File: config.mk
export PLATFORM = sky130hd
export DESIGN_NAME = diffeq_mul_arbiter
export DESIGN_NICKNAME = d
export VERILOG_FILES = /design/src/rtl/diffeq_mul_arbiter_pkg.sv /design/src/rtl/diffeq_mul_arbiter_seq_mult.sv /design/src/rtl/diffeq_mul_arbiter.sv
export SDC_FILE = /design/constraint.sdc
export NUM_CORES = 1
export LEC_CHECK = 0
export ABC_AREA = 0
export ABC_CLOCK_PERIOD_IN_PS = 3700
export BUFFER_PORTS_ARGS = -buffer_cell sky130_fd_sc_hd__buf_4
export CAP_MARGIN = 5
export CORE_ASPECT_RATIO = 1.4
export CORE_MARGIN = 1.5
export CORE_UTILIZATION = 26
export CTS_CLUSTER_DIAMETER = 50
export DETAILED_ROUTE_END_ITERATION = 6
export PLACE_DENSITY = 0.46
export SYNTH_ARGS = -nofsm -noshare
export SYNTH_HDL_FRONTEND = slang
export SYNTH_SLANG_ARGS = --single-unit
export TNS_END_PERCENT = 100
File: constraint.sdc
create_clock -name clk -period 3.7 [get_ports clk]
set_input_delay 0.37 -clock clk [delete_from_list [all_inputs] [get_ports clk]]
set_output_delay 0.37 -clock clk [all_outputs]
set_load 0.05 [all_outputs]
File: src/rtl/diffeq_mul_arbiter_pkg.sv
// Shared constants for the diffeq multiplier arbiter: FSM encodings,
// default operand width and the saturation limits at that width.
package diffeq_pkg;

  localparam logic [1:0] IDLE = 2'd0;
  localparam logic [1:0] BUSY = 2'd1;
  localparam logic [1:0] DONE = 2'd2;

  localparam int DEF_WIDTH = 16;

  localparam logic [DEF_WIDTH-1:0] SAT_MAX = {1'b0, {(DEF_WIDTH-1){1'b1}}};
  localparam logic [DEF_WIDTH-1:0] SAT_MIN = {1'b1, {(DEF_WIDTH-1){1'b0}}};

endpackage

File: src/rtl/diffeq_mul_arbiter_seq_mult.sv
// Iterative unsigned shift-add multiplier core. A start pulse loads the
// operand magnitudes; one multiplier bit is consumed per cycle for WIDTH
// cycles. done is high during the final step, so product holds the full
// result from the following cycle until the next start.
import diffeq_pkg::*;

module seq_mult #(
  parameter int WIDTH = DEF_WIDTH
) (
  input  logic               clk,
  input  logic               reset,
  input  logic               start,
  input  logic [WIDTH-1:0]   a,
  input  logic [WIDTH-1:0]   b,
  output logic               done,
  output logic [2*WIDTH-1:0] product
);

  localparam logic [WIDTH-1:0] LAST = WIDTH'(WIDTH - 1);

  logic [2*WIDTH-1:0] acc;
  logic [2*WIDTH-1:0] mcand;
  logic [WIDTH-1:0]   mplier;
  logic [WIDTH-1:0]   count;
  logic               run;

  assign done    = run && (count == LAST);
  assign product = acc;

  // Load on start, then add the shifted multiplicand for each set multiplier bit.
  always_ff @(posedge clk or posedge reset) begin
    if (reset) begin
      acc    <= '0;
      mcand  <= '0;
      mplier <= '0;
      count  <= '0;
      run    <= 1'b0;
    end else if (start) begin
      acc    <= '0;
      mcand  <= {{WIDTH{1'b0}}, a};
      mplier <= b;
      count  <= '0;
      run    <= 1'b1;
    end else if (run) begin
      if (mplier[0]) acc <= acc + mcand;
      mcand  <= mcand << 1;
      mplier <= mplier >> 1;
      if (done) begin
        run   <= 1'b0;
        count <= '0;
      end else begin
        count <= count + WIDTH'(1);
      end
    end
  end

endmodule

File: src/rtl/diffeq_mul_arbiter.sv
// Round-robin arbiter sharing one iterative signed multiplier among N_REQ
// requesters. Operand signs are stripped before the unsigned core and
// re-applied in DONE, where overflow is detected and the output formatted.
// Optional build macro DIFFEQ_MUL_SAT_EN: saturate result on overflow
// instead of returning the truncated low WIDTH bits.
import diffeq_pkg::*;

module diffeq_mul_arbiter #(
  parameter int N_REQ = 4,
  parameter int WIDTH = DEF_WIDTH,
  parameter int ID_W  = $clog2(N_REQ)
) (
  input  logic                   clk,
  input  logic                   reset,
  input  logic [N_REQ-1:0]       req,
  input  logic [N_REQ*WIDTH-1:0] op_a,
  input  logic [N_REQ*WIDTH-1:0] op_b,
  output logic [N_REQ-1:0]       gnt,
  output logic                   busy,
  output logic [WIDTH-1:0]       result,
  output logic                   result_valid,
  output logic [ID_W-1:0]        result_id,
  output logic                   ovf
);

  localparam logic [WIDTH-1:0] SMAX = {1'b0, {(WIDTH-1){1'b1}}};
  localparam logic [WIDTH-1:0] SMIN = {1'b1, {(WIDTH-1){1'b0}}};

  logic [1:0]         state;
  logic [ID_W-1:0]    ptr;
  logic [ID_W-1:0]    win;
  logic               found;
  logic               neg;
  logic [WIDTH-1:0]   res_q;
  logic               ovf_q;
  logic [WIDTH-1:0]   a_win, b_win, mag_a, mag_b;
  logic               start, mul_done;
  logic [2*WIDTH-1:0] prod_u, prod_s;
  logic [WIDTH:0]     prod_hi;
  logic               fits;
  logic [WIDTH-1:0]   fmt_res;
  logic               fmt_ovf;
  int                 idx;

  // Round-robin search: first set req bit at or above ptr, wrapping.
  always_comb begin
    win   = ptr;
    found = 1'b0;
    idx   = 0;
    for (int k = 0; k < N_REQ; k++) begin
      idx = int'(ptr) + k;
      if (idx >= N_REQ) idx = idx - N_REQ;
      if (!found && req[idx]) begin
        found = 1'b1;
        win   = ID_W'(idx);
      end
    end
  end

  assign a_win = op_a[int'(win)*WIDTH +: WIDTH];
  assign b_win = op_b[int'(win)*WIDTH +: WIDTH];
  // -(-2^(W-1)) wraps back to 2^(W-1), which is exactly the right unsigned magnitude.
  assign mag_a = a_win[WIDTH-1] ? -a_win : a_win;
  assign mag_b = b_win[WIDTH-1] ? -b_win : b_win;
  assign start = (state == IDLE) && found;

  seq_mult #(.WIDTH(WIDTH)) u_mult (
    .clk     (clk),
    .reset   (reset),
    .start   (start),
    .a       (mag_a),
    .b       (mag_b),
    .done    (mul_done),
    .product (prod_u)
  );

  // Sign fix and range check on the full 2*WIDTH product.
  always_comb begin
    prod_s  = neg ? -prod_u : prod_u;
    prod_hi = prod_s[2*WIDTH-1:WIDTH-1];
    fits    = (&prod_hi) | ~(|prod_hi);
    fmt_ovf = ~fits;
`ifdef DIFFEQ_MUL_SAT_EN
    fmt_res = fits ? prod_s[WIDTH-1:0] : (prod_s[2*WIDTH-1] ? SMIN : SMAX);
`else
    fmt_res = prod_s[WIDTH-1:0];
`endif
  end

  // Control FSM: arbitrate in IDLE, wait for the core in BUSY, publish in DONE.
  always_ff @(posedge clk or posedge reset) begin
    if (reset) begin
      state     <= IDLE;
      ptr       <= '0;
      gnt       <= '0;
      result_id <= '0;
      neg       <= 1'b0;
      res_q     <= '0;
      ovf_q     <= 1'b0;
    end else begin
      case (state)
        IDLE: if (found) begin
          gnt       <= N_REQ'(1) << win;
          result_id <= win;
          neg       <= a_win[WIDTH-1] ^ b_win[WIDTH-1];
          ptr       <= (int'(win) == N_REQ - 1) ? '0 : win + ID_W'(1);
          state     <= BUSY;
        end
        BUSY: if (mul_done) state <= DONE;
        DONE: begin
          gnt   <= '0;
          res_q <= fmt_res;
          ovf_q <= fmt_ovf;
          state <= IDLE;
        end
        default: state <= IDLE;
      endcase
    end
  end

  // DONE shows the freshly formatted product; afterwards the captured copy holds.
  assign result_valid = (state == DONE);
  assign busy         = (state != IDLE);
  assign result       = result_valid ? fmt_res : res_q;
  assign ovf          = result_valid ? fmt_ovf : ovf_q;

endmodule
==> impl_metrics.toml, run 1 <==
[sta]
final.min_clock_period_ns = 3.56
slew_headroom_pct = 47.0
fin_skew_ns = 0.00921
fmax_mhz = 281
hold_viol = 0
worst_pin_slew_ns = 0.795
final.period_utilization_pct = 96.1
setup_violations = 0
hold_ws_ns = 0.0829
slew_violations = 0
setup_ws_ns = 0.143

[synthesis]
ys_seq_area_share_pct = 33.5
synth_edf_count = 0
avgSynthCellArea_um2 = 8.84
synthArstFlopShare_pct = 100
ys_ff_latch = 125
synthesis.nets = 1230
synthAdderAreaFrac_pct = 5.44
synthCells = 1056
yosysWarnings = 0
synthXorXnorAreaFrac_pct = 6.56
synth_top_family_by_area = "simple AND/OR/NAND/NOR gates"
yosys.area_share.simple_pct = 19.6
synth_area_mm2 = 0.00934
synth_ff_type = "dfrtp_1"
ys_types = 68
synth_mux_area_share_pct = 12.3
synth_compound_area_share_pct = 18.7

[drt]
detail_route.wl_per_cell_um = 16.0
vias = 8372
drtIter0Drc = 365
vias_per_cell = 4.97
drt_wl_total_um = 26900
antenna_left = 0
drt-pass1-iter-count = 5
drc = 0

[cts]
insertion_delay_ns = 0.42
cts_buffers = 17
cts_hold_buf = 0
root_buffer = "clkbuf_16"
clk_pin_slew_worst_paths_ns = 0.05
clock-sinks = 125
htreeDepth = 4
cts_tree = "built"
clock_path_buffers = 2

[global_routing]
grt_pass1_vias = 8441
grt_max_degree = 72
overflow = 0
antenna_found_initial = 0
track_usage_pct = 15.0
grt_first_pass_wirelength_um = 44300

[floorplan]
num_rows = 81
die_w_um = 163
initial_utilization_pct = 26.6
core_area_mm2 = 0.0352
die_h_um = 227
die-area_mm2 = 0.0371
pin_count = 159

[setup_path]
worst_ep_arrival_time_ns = 3.19
cp_cell_sequence = "buf_4, nor4_4, buf_4, nand4_1, buf_4, or4_1, a211oi_2, a31oi_1, nor3_1, nand4b_1, o21ai_0, a31oi_1, buf_4"
critical_path_class = "flip-flop to output port"
path_delay_family = "simple AND/OR/NAND/NOR gates"
cpPeakStageDelay_ns = 0.52
slowest_stage = "or4_1"
required_ns = 3.33
crit_path_end_kind = "output port"
r2r_slack_ns = 0.44
path_common_cell = "buf_4"
path_buf_inv = 4
crit_fanout = 5
start_kind = "flip-flop"

[final_layout]
multi_input_area_mm2 = 0.00603
drive_above_1_share_pct = 25.7
final_cell_area_mm2 = 0.0120
mostFrequentLayoutCell = "buf_4"
n_fill_cell = 3624
area_growth_pct = 28.4
diodes = 0
seq_area_mm2 = 0.00313
fin_nets = 1391
mostFrequentLayoutCells = "200 x buf_4, 127 x nand2_1, 121 x dfrtp_1, 86 x o21ai_0, 82 x a21oi_1"

[place]
dp_hpwl_um = 20500
io_buffers = 158
dp_slack_ns = 0.327
place_congestion = 0.817
dpl-instance-area_mm2 = 0.0112

[pwr]
p_per_area_mw_per_mm2 = 857
totalPowerFinal_w = 0.0103
leakagePower_nw = 5.36
ir_worst_vdd_mv = 0.345

[run_status]
outcome = "finished, final reports clean"

[job]
drv_cap = 0

[hold_path]
worstHoldPathType = "input pin to asynchronous set/reset pin"
final timing paths:
kind / startpoint / to / cells past startpoint
worst max-delay path: u_mult.product[7] / ovf / 13
worst min-delay path: reset / gnt[1] / 2
worst max register to register: ptr[1] / u_mult.mcand[13] / 10
worst min register to register: state[1] / state[0] / 1
max in group asynchronous: reset / u_mult.run / 3
min in group clk: state[1] / state[0] / 1
cell usage after synthesis, drive strengths merged (2+ instances only):
| library cell | count | area (um^2) |
|---|---|---|
| dfrtp | 125 | 3130 |
| or3 | 5 | 31.3 |
| nor4b | 5 | 43.8 |
| clkbuf | 53 | 199 |
| a21oi | 83 | 415 |
| nand2b | 5 | 31.3 |
| nand4 | 9 | 56.3 |
| o31ai | 15 | 113 |
| o21ai | 90 | 450 |
| nand3 | 30 | 155 |
| mux4 | 27 | 612 |
| nor3b | 2 | 15.0 |
| and4 | 4 | 35.0 |
| nor4 | 16 | 145 |
| inv | 25 | 93.8 |
| xor2 | 43 | 377 |
| a21o | 9 | 67.6 |
| nor2 | 79 | 297 |
| nor2b | 28 | 175 |
| or2 | 3 | 18.8 |
| a31o | 2 | 17.5 |
| o21a | 6 | 45.0 |
| a41oi | 4 | 35.0 |
| a32oi | 3 | 26.3 |
| buf | 10 | 62.6 |
| o211a | 2 | 20.0 |
| mux2i | 45 | 450 |
| a211oi | 23 | 173 |
| nand2 | 127 | 477 |
| and2 | 4 | 25.0 |
| a31oi | 18 | 113 |
| or4 | 8 | 60.1 |
| nand4b | 3 | 26.3 |
| o31a | 4 | 35.0 |
| mux2 | 8 | 90.1 |
| a221oi | 3 | 26.3 |
| o211ai | 3 | 22.5 |
| o41ai | 8 | 77.6 |
| nor3 | 25 | 135 |
| o21bai | 2 | 15.0 |
| ha | 39 | 488 |
| xnor2 | 27 | 236 |
| nand3b | 3 | 22.5 |
| and3 | 9 | 56.3 |
routing by layer:
layer,GRT usage [%],share of wire [%]
met5,0,0
met4,4.32,1.3
met3,2.42,3.5
met2,27.0,51
met1,18.4,44
through the flow:
stage | instances | TNS, ns | util [%]
final | 1686 | 0 | 34.1
after detailed placement | 1647 | 0 | 31.9
after floorplan | 1056 | 0 | -
after global placement | 1647 | 0 | 31.9
after CTS | 1681 | 0 | 33.6
after global routing | 1686 | -0.0312 | 34.1
what timing repair did:
item,4_1_cts,5_1_grt
endpoints found under the setup margin,1,1
gates cloned,0,0
resized for setup,5,28
pin swaps,0,4
setup buffers,2,5
endpoints found under the hold margin,0,0
kinds of logic after synthesis:
| group | after synthesis |
|---|---|
| AO/OA/AOI/OAI | 285 |
| XOR/XNOR | 70 |
| adder cells (fa/ha/maj) | 40 |
| buffers and inverters | 88 |
| flip-flops | 125 |
| multiplexers | 80 |
| AND/OR/NAND/NOR | 368 |
power by group:
part	switching [W]	total [W]	internal, W
logic	0.00352	0.00616	0.00264
clock network	0.000616	0.00164	0.00103
registers	0.000576	0.00247	0.00190
sequential cells by signal, indices dropped and copies added, names as in the netlist:
signal          cells
u_mult.mplier      16
ovf_q               1
result_id           2
u_mult.run          1
res_q              16
neg                 1
state               2
gnt                 4
ptr                 2
u_mult.mcand       32
u_mult.count       16
u_mult.product     32
area by class of cell:
type / instances / share of cell area, %
timing repair buffer: 205 / 13.3
inverter: 25 / 0.803
clock buffer: 26 / 4.33
tap: 456 / 4.76
sequential: 125 / 26.1
clock inverter: 6 / 0.480
multi-input combinational: 843 / 50.2
No activity file was read; power rests on OpenSTA's default activity.
==> run 2: changes to the inputs <==
ABC_CLOCK_PERIOD_IN_PS = 4400   (was 3700)
PLACE_DENSITY = 0.44   (was 0.46)
clock period = 4.4 ns   (was 3.7 ns; I/O delays follow)
==> impl_metrics.toml, run 2 (synthesized netlist as in run 1, its figures left out) <==
[setup_path]
crit_fanout = 7
path_common_cell = "nor3_1"
required_ns = 3.96
crit_path_end_kind = "output port"
critical_path_class = "flip-flop to output port"
slowest_stage = "or3b_2"
worst_ep_arrival_time_ns = 3.54
cp_cell_sequence = "inv_1, ha_1, or3b_2, nor3_1, nand3_1, o31ai_1, xnor2_1, nor3_1, nand4b_1, o21ai_0, a31oi_1, buf_4"
start_kind = "flip-flop"
cpPeakStageDelay_ns = 0.47

[pwr]
leakagePower_nw = 5.19
ir_worst_vdd_mv = 0.339
p_per_area_mw_per_mm2 = 721
totalPowerFinal_w = 0.00836

[floorplan]
die_h_um = 227
core_area_mm2 = 0.0352
die_w_um = 163
initial_utilization_pct = 26.6
pin_count = 159
die-area_mm2 = 0.0371
num_rows = 81

[cts]
cts_buffers = 17
clk_pin_slew_worst_paths_ns = 0.05
clock_path_buffers = 2
cts_tree = "built"
htreeDepth = 4
insertion_delay_ns = 0.42
clock-sinks = 125
root_buffer = "clkbuf_16"

[sta]
hold_viol = 0
final.period_utilization_pct = 90.4
slew_violations = 0
fin_skew_ns = 0.00831
fmax_mhz = 252
setup_violations = 0
tns_ns = 0
worst_pin_slew_ns = 0.799
slew_headroom_pct = 46.8
rsz0062_at_grt = "false"
final.min_clock_period_ns = 3.98

[drt]
detail_route.wl_per_cell_um = 16.1
drt_wl_total_um = 26600
antenna_left = 0
drc = 0
drt-pass1-iter-count = 5
drtIter0Drc = 365
vias = 8299
vias_per_cell = 5.01

[place]
place_congestion = 0.839
io_buffers = 158
dp_hpwl_um = 20100

[final_layout]
diodes = 0
mostFrequentLayoutCells = "172 x buf_4, 127 x nand2_1, 124 x dfrtp_1, 87 x o21ai_0, 83 x a21oi_1"
seq_area_mm2 = 0.00313
n_fill_cell = 3682
area_growth_pct = 24.2
multi_input_area_mm2 = 0.00589
drive_above_1_share_pct = 21.4
mostFrequentLayoutCell = "buf_4"
fin_nets = 1360

[run_status]
outcome = "finished, final reports clean"

[hold_path]
worstHoldPathType = "input pin to asynchronous set/reset pin"

[job]
drv_cap = 0

[global_routing]
grt_pass1_vias = 8478
overflow = 0
grt_max_degree = 75
track_usage_pct = 15.0
grt_first_pass_wirelength_um = 44300
antenna_found_initial = 0
## run 2: power breakdown
part	total, W	internal [W]	switching [W]
logic	0.00477	0.00203	0.00274
clock network	0.00140	0.000889	0.000511
registers	0.00219	0.00159	0.000599
total	0.00836	0.00451	0.00385
## run 2: stage by stage
stage | worst slack [ns] | utilization, % | cell area [um^2] | hold WS (ns) | instances
5_1_grt | 0.0611 | 33.0 | 11600 | 0.210 | 1655
4_1_cts | 0.307 | 33.0 | 11600 | 0.163 | 1655
3_3_place_gp | 0.813 | 31.3 | 11000 | 0.477 | 1623
3_5_place_dp | 0.779 | 31.3 | 11000 | 0.473 | 1623
6_report | 0.424 | 33.0 | 11600 | 0.141 | 1655
2_1_floorplan | 0.632 | - | 9340 | 0.440 | 1056
## run 2: metal layers
| metal | track usage [%] | part of all wire [%] | vias up |
|---|---|---|---|
| met5 | 0 | 0 | - |
| met4 | 4.71 | 1.7 | 0 |
| met1 | 18.9 | 45 | 3931 |
| li1 | - | - | 4151 |
| met2 | 25.8 | 49 | 193 |
| met3 | 2.61 | 4.1 | 24 |
## run 2: timing repair
action                                  CTS  global route
hold buffers                              0             0
setup buffers                             0             0
gates resized for setup                   0             1
endpoints found under the setup margin    0             1
## run 2: cell type report
cell class              instances  area share (%)
inverters                      25           0.831
clock buffers                  25            4.27
multi-input cells             843            50.8
flip-flops and latches        125            27.0
well taps                     456            4.92
clock inverters                 7           0.734
repair buffers                174            11.5
## run 2: critical path: cells and delay by family, from the launching register on
family / cells / cell delay [ns]
buf+inv: 2 / 0.37
xor+xnor: 1 / 0.15
simple gates: 5 / 1.34
flops: 1 / 0.44
fa+ha+maj: 1 / 0.22
compound gates: 3 / 0.58
## run 2: worst paths after layout
| check | slack (ns) | endpoint | start | depth (start not counted) |
|---|---|---|---|---|
| max | 0.42 | ovf | u_mult.product[1] | 12 |
| min | 0.14 | gnt[2] | reset | 2 |
| max reg2reg | 0.89 | u_mult.product[30] | u_mult.product[7] | 10 |
| min reg2reg | 0.48 | state[0] | state[1] | 1 |
| max in group asynchronous | 3.35 | u_mult.run | reset | 3 |
| min in group clk | 0.48 | state[0] | state[1] | 1 |
